## src/rtl/fetch_unit.sv

```systemverilog
// fetch_unit: RISC-V instruction fetch stage. Holds the PC, issues word
// requests to instruction memory, tracks in-flight responses and buffers up
// to two {instruction, pc} pairs for decode. Supports redirects from branch
// resolution and a sticky halt on ECALL.
module fetch_unit #(
  parameter logic [31:0] RESET_PC  = 32'h0000_0000,
  parameter int          BUF_DEPTH = 2
) (
  input  logic        clk,
  input  logic        reset,
  output logic        imem_req_valid,
  input  logic        imem_req_ready,
  output logic [31:0] imem_req_addr,
  input  logic        imem_resp_valid,
  input  logic [31:0] imem_resp_data,
  input  logic        redirect_valid,
  input  logic [31:0] redirect_pc,
  input  logic        halt,
  output logic        id_valid,
  input  logic        id_ready,
  output logic [31:0] id_inst,
  output logic [31:0] id_pc,
  output logic [6:0]  id_opcode,
  output logic        halted
);

  localparam logic [2:0] CREDITS = 3'(BUF_DEPTH);

  typedef enum logic {RUN, HALT} state_t;

  state_t      state;
  logic [31:0] fetch_pc;
  logic [1:0]  out_cnt;
  logic [1:0]  drop_cnt;
  logic [1:0]  occ;

  logic [31:0] buf_inst [2];
  logic [31:0] buf_pc   [2];
  logic        buf_rd;
  logic        buf_wr;

  logic [31:0] pend_pc [2];
  logic        pend_rd;
  logic        pend_wr;

  logic        running;
  logic        pop;
  logic        req_fire;
  logic        resp_fire;
  logic        redirect_take;
  logic        keep;
  logic        flush;
  logic [2:0]  credit_used;

  // A slot being popped this cycle counts as free, so single-cycle memory
  // sustains one instruction per cycle; the buffer still can never overflow.
  assign running       = (state == RUN);
  assign id_valid      = running && (occ != 2'd0);
  assign pop           = id_valid && id_ready;
  assign credit_used   = {1'b0, out_cnt} + {1'b0, occ} - {2'b00, pop};
  assign imem_req_valid = reset && running && (credit_used < CREDITS)
                          && !redirect_valid && !halt;
  assign imem_req_addr = fetch_pc;
  assign req_fire      = imem_req_valid && imem_req_ready;
  // Responses with nothing outstanding are protocol violations and ignored.
  assign resp_fire     = imem_resp_valid && (out_cnt != 2'd0);
  assign redirect_take = running && redirect_valid && !halt;
  assign flush         = !running || halt || redirect_take;
  assign keep          = resp_fire && (drop_cnt == 2'd0) && !flush;

  assign id_inst   = buf_inst[buf_rd];
  assign id_pc     = buf_pc[buf_rd];
  assign id_opcode = id_inst[6:0];
  assign halted    = (state == HALT);

  // Run/halt state machine; halt is sticky until reset.
  always_ff @(posedge clk or negedge reset) begin
    if (!reset) begin
      state <= RUN;
    end else if (halt) begin
      state <= HALT;
    end
  end

  // Fetch PC: jumps on redirect (word aligned), advances on accepted request.
  always_ff @(posedge clk or negedge reset) begin
    if (!reset) begin
      fetch_pc <= RESET_PC;
    end else if (redirect_take) begin
      fetch_pc <= redirect_pc & 32'hFFFF_FFFC;
    end else if (req_fire) begin
      fetch_pc <= fetch_pc + 32'd4;
    end
  end

  // Outstanding and to-be-dropped response counters.
  always_ff @(posedge clk or negedge reset) begin
    if (!reset) begin
      out_cnt  <= 2'd0;
      drop_cnt <= 2'd0;
    end else begin
      out_cnt <= out_cnt + {1'b0, req_fire} - {1'b0, resp_fire};
      if (redirect_take) begin
        drop_cnt <= out_cnt - {1'b0, resp_fire};
      end else if (resp_fire && (drop_cnt != 2'd0)) begin
        drop_cnt <= drop_cnt - 2'd1;
      end
    end
  end

  // Pending-address FIFO: PC of each accepted request, popped per response.
  always_ff @(posedge clk or negedge reset) begin
    if (!reset) begin
      for (int i = 0; i < 2; i++) begin
        pend_pc[i] <= '0;
      end
      pend_rd <= 1'b0;
      pend_wr <= 1'b0;
    end else begin
      if (req_fire) begin
        pend_pc[pend_wr] <= fetch_pc;
        pend_wr          <= ~pend_wr;
      end
      if (resp_fire) begin
        pend_rd <= ~pend_rd;
      end
    end
  end

  // Instruction buffer toward decode; flushed on redirect and halt.
  always_ff @(posedge clk or negedge reset) begin
    if (!reset) begin
      for (int i = 0; i < 2; i++) begin
        buf_inst[i] <= '0;
        buf_pc[i]   <= '0;
      end
      buf_rd <= 1'b0;
      buf_wr <= 1'b0;
      occ    <= 2'd0;
    end else if (flush) begin
      buf_rd <= 1'b0;
      buf_wr <= 1'b0;
      occ    <= 2'd0;
    end else begin
      if (keep) begin
        buf_inst[buf_wr] <= imem_resp_data;
        buf_pc[buf_wr]   <= pend_pc[pend_rd];
        buf_wr           <= ~buf_wr;
      end
      if (pop) begin
        buf_rd <= ~buf_rd;
      end
      occ <= occ + {1'b0, keep} - {1'b0, pop};
    end
  end

endmodule
```

## config.mk

```make
export PLATFORM = sky130hd
export DESIGN_NAME = fetch_unit
export DESIGN_NICKNAME = d
export VERILOG_FILES = /design/src/rtl/fetch_unit.sv
export SDC_FILE = /design/constraint.sdc
export NUM_CORES = 1
export LEC_CHECK = 0
export ABC_AREA = 1
export CORE_ASPECT_RATIO = 1.75
export CORE_UTILIZATION = 54
export CTS_CLUSTER_DIAMETER = 100
export DETAILED_ROUTE_END_ITERATION = 7
export GPL_TIMING_DRIVEN = 0
export PLACE_DENSITY_LB_ADDON = 0.1
export SLEW_MARGIN = 0
export SYNTH_ARGS = -nofsm -noshare
export SYNTH_HDL_FRONTEND = slang
export SYNTH_SLANG_ARGS = --single-unit
export TNS_END_PERCENT = 30
```

## constraint.sdc

```tcl
create_clock -name clk -period 3.6 [get_ports clk]
set_clock_uncertainty 0.15 [all_clocks]
set_input_delay 0.36 -clock clk [delete_from_list [all_inputs] [get_ports clk]]
set_output_delay 0.36 -clock clk [all_outputs]
set_load 0.02 [all_outputs]
```

==> run_results.csv <==
group,metric,value,unit
sta,min_period,3.41,ns
clock_network,cts_buffers,21,
placement,portBuffers,170,
pwr,intPower,4.12,mW
placement,placed_area,13200,um2
pwr,vdd_drop_max,0.320,mV
sta,setup_violations,0,
pwr,p_per_area,398,nW/um2
finish,syn2layout_area_growth,24.8,%
finish,drive_gt1_share,6.74,%
route,drtIter0Drc,618,
placement,hpwl,21300,um
pwr,seqPwrFrac,47.6,%
setup_path,cp_common_cell,"inv_1",
yosys,synth_top_family_by_area,"simple AND/OR/NAND/NOR gates",
sta,rsz0062_at_grt,"no",
sta,whs,0.238,ns
finish,final_cell_mix,"nand2_1 (510), dfrtp_1 (225), o21ai_0 (201), inv_1 (175), clkdlybuf4s50_1 (168)",
yosys,async_flop_share,100,%
clock_network,worstSkewPairLatency,0.49,ns
yosys,synth_top_area_cell,"dfrtp_1",
yosys,synth_top_cell_area_share,50.7,%
clock_network,cts_max_level,1,
die,die-width,110,um
worst_hold_path,hold_path.class,"primary input to asynchronous set/reset pin",
die,dieArea,21200,um2
finish,nNetsFinal,1717,
setup_path,reg2reg_depth,16,
global_route,grt_pass1_wl,46900,um
global_route,grt_pass1_vias,9458,
global_route,grt_max_degree,95,
sta,slew-limit-headroom,62.2,%
pwr,p_comb_share,11.9,%
route,avgViaCountPerCell,5.08,
yosys,synthMuxAreaShare,0,%
clock_network,cts_tree,"done",
yosys,avgSynthCellArea,7.71,um2
global_route,antenna_found_initial,0,
yosys,ys_top_cells_by_area,"dfrtp_1 (51%), nand2_1 (17%), o21ai_0 (9.1%)",
setup_path,crit_arrival,2.90,ns
die,initial_core_util,55.0,%
finish,fillCellCount,1766,
yosys,synthSimpleGateAreaFrac,23.9,%
clock_network,postCtsSetupBuffers,0,
yosys,synth-main-ff-cell,"dfrtp_1",
clock_network,clk_pin_slew,0.07,ns
pwr,power_switching,1.39,mW
yosys,synthCells,1440,
sta,hold_violations,0,
finish,diodes,0,
die,boundaryPins,177,
pwr,pwr-share-clk,40.5,%
setup_path,r2r_end,"out_cnt[1]",
sta,max_freq,294,MHz
yosys,synth_xor_area_share,0.867,%
sta,finalCritPeriodShare,94.6,%
setup_path,r2r_start,"occ[1]",
yosys,synth_compound_area_share,13.1,%
pwr,leakage,6.69,nW
route,wl,28400,um
clock_network,clockRootBuffer,"clkbuf_16",
setup_path,critPathMaxStageDelay,0.50,ns
yosys,yosysUniqueCellTypes,33,
die,rows,69,
finish,postLayoutCoreUtil,68.6,%
status,status,"complete, no violations",
setup_path,crit_chain,"inv_1 -> a21oi_1 -> nand2_1 -> inv_1 -> ha_1 -> inv_1 -> nand2_1 -> fa_1 -> nand3_1 -> nor2_4 -> dlygate4sd2_1",
finish,design_area,13900,um2
setup_path,start_kind,"flop",
route,drc,0,
finish,layout_commonest_cell,"nand2_1",
die,core,20200,um2
clock_network,cts_buffer_depth,3,
flow_run,max_cap_violations,0,
placement,place.gp.congestion,0.952,
pwr,p_sw_share,25.3,%
route,num_vias,9627,
global_route,grt_remaining_overflow,0,
route,post_drt_wl_per_cell,15.0,um
setup_path,worstSetupPathType,"flop to output pin",
global_route,grt.total_usage,27.3,%
setup_path,critPathMaxFanout,3,
setup_path,slowest_stage,"fa_1",
yosys,yosysSeqAreaShare,50.7,%
yosys,syn_area,11100,um2
setup_path,cp-end-kind,"output pin",
sta,drv_slew,0,
sta,worst_pin_slew,0.566,ns
setup_path,rrSetupSlack,0.35,ns
yosys,synthAdderAreaFrac,1.08,%
die,die_y,192,um
sta,fin_setup_tns,0,ns
clock_network,cts.sinks,225,
route,dr.pass1.iters,5,
setup_path,critPathRequiredTime,3.09,ns
yosys,synth_seq_cells,225,
yosys,synth_edf_count,0,
yosys,ys_warn_count,0,
route,antenna_left,0,
-- logic make-up (layout without fill, tap and decap cells) --
| kind of cell | after synthesis | in the layout |
|---|---|---|
| buffers and inverters | 262 | 467 |
| xor gates and xnor gates | 11 | 11 |
| and+or+nand+nor | 659 | 659 |
| adders and majority gates | 9 | 9 |
| AOI/OAI and AO/OA | 273 | 273 |
| other | 1 | 4 |
| DFF | 225 | 225 |
-- worst max path at each step --
stage,start,endpoint,depth (start not counted),slack (ns)
after floorplan,halted,out_cnt[1],15,0.19
after global placement,reset,imem_req_addr[23],1,-7.60
after detailed placement,id_ready,out_cnt[1],15,0.22
after CTS,buf_rd,id_opcode[5],6,0.09
after global routing,occ[1],imem_req_valid,11,0.008
final,occ[1],imem_req_valid,11,0.19
-- power by group through the flow --
stage	clock [mW]	sequential, mW	combinational [mW]
final	2.23	2.63	0.659
after global routing	2.36	2.63	0.745
after CTS	2.27	2.63	0.666
after detailed placement	0	2.67	0.659
after global placement	0	2.68	0.632
after floorplan	0	2.67	0.369
-- routing by layer --
| metal | track usage (%) | up-vias | wire length [um] |
|---|---|---|---|
| met5 | 0 | - | 0 |
| met4 | 8.15 | 0 | 735 |
| met3 | 2.49 | 40 | 1130 |
| met2 | 52.5 | 261 | 15300 |
| met1 | 31.8 | 4490 | 11200 |
| li1 | - | 4836 | - |
-- final cells by class --
| class | instances | area (um2) | area share [%] |
|---|---|---|---|
| multi-input combinational | 956 | 4340 | 31.3 |
| buffer | 80 | 464 | 3.35 |
| clock buffer | 26 | 554 | 4.00 |
| sequential | 225 | 5630 | 40.6 |
| tap | 248 | 310 | 2.24 |
| inverter | 180 | 676 | 4.87 |
| timing repair buffer | 173 | 1770 | 12.8 |
| clock inverter | 8 | 119 | 0.857 |
-- critical path: cells and delay by family (launching register included) --
| family | cells | cell delay (ns) |
|---|---|---|
| simple gates | 4 | 0.50 |
| buf+inv | 4 | 0.59 |
| fa+ha+maj | 2 | 0.73 |
| compound gates | 1 | 0.21 |
| flops | 1 | 0.38 |
-- what timing repair did --
| action | in CTS | in global routing |
|---|---|---|
| endpoints found under the hold margin | 65 | 0 |
| resized for setup | 1 | 0 |
| setup endpoints to repair | 9 | 2 |
| hold buffers | 1 | 0 |
-- registers in the layout (all words and copies together) (netlist names) --
register / count
buf_inst: 64
drop_cnt: 2
pend_rd: 1
pend_wr: 1
pend_pc: 60
buf_pc: 60
imem_req_addr: 30
out_cnt: 2
halted: 1
occ: 2
buf_rd: 1
buf_wr: 1
-- synth_stat cells (2+ instances only) --
master	instances
nand2_1	510
nand4_1	2
o21a_1	28
buf_6	6
or2_0	3
buf_4	25
nor2_1	75
nand3_1	46
nor2_4	7
nand2_4	2
dfrtp_1	225
ha_1	8
xnor2_1	4
inv_2	5
xor2_1	7
inv_1	175
nand2_2	4
o21ai_0	201
o211ai_1	3
o21ai_1	38
clkbuf_1	31
buf_2	20
nor2_2	5
-- through the flow --
step | power, mW | setup slack (ns) | instances
detailed placement | 3.33 | 0.216 | 1863
global route | 5.74 | 0.00794 | 1896
finish | 5.52 | 0.195 | 1896
floorplan | 3.04 | 0.192 | 1443
global placement | 3.31 | -7.60 | 1861
CTS | 5.56 | 0.0891 | 1897
Note: power is estimated with default switching activity, not from simulation.
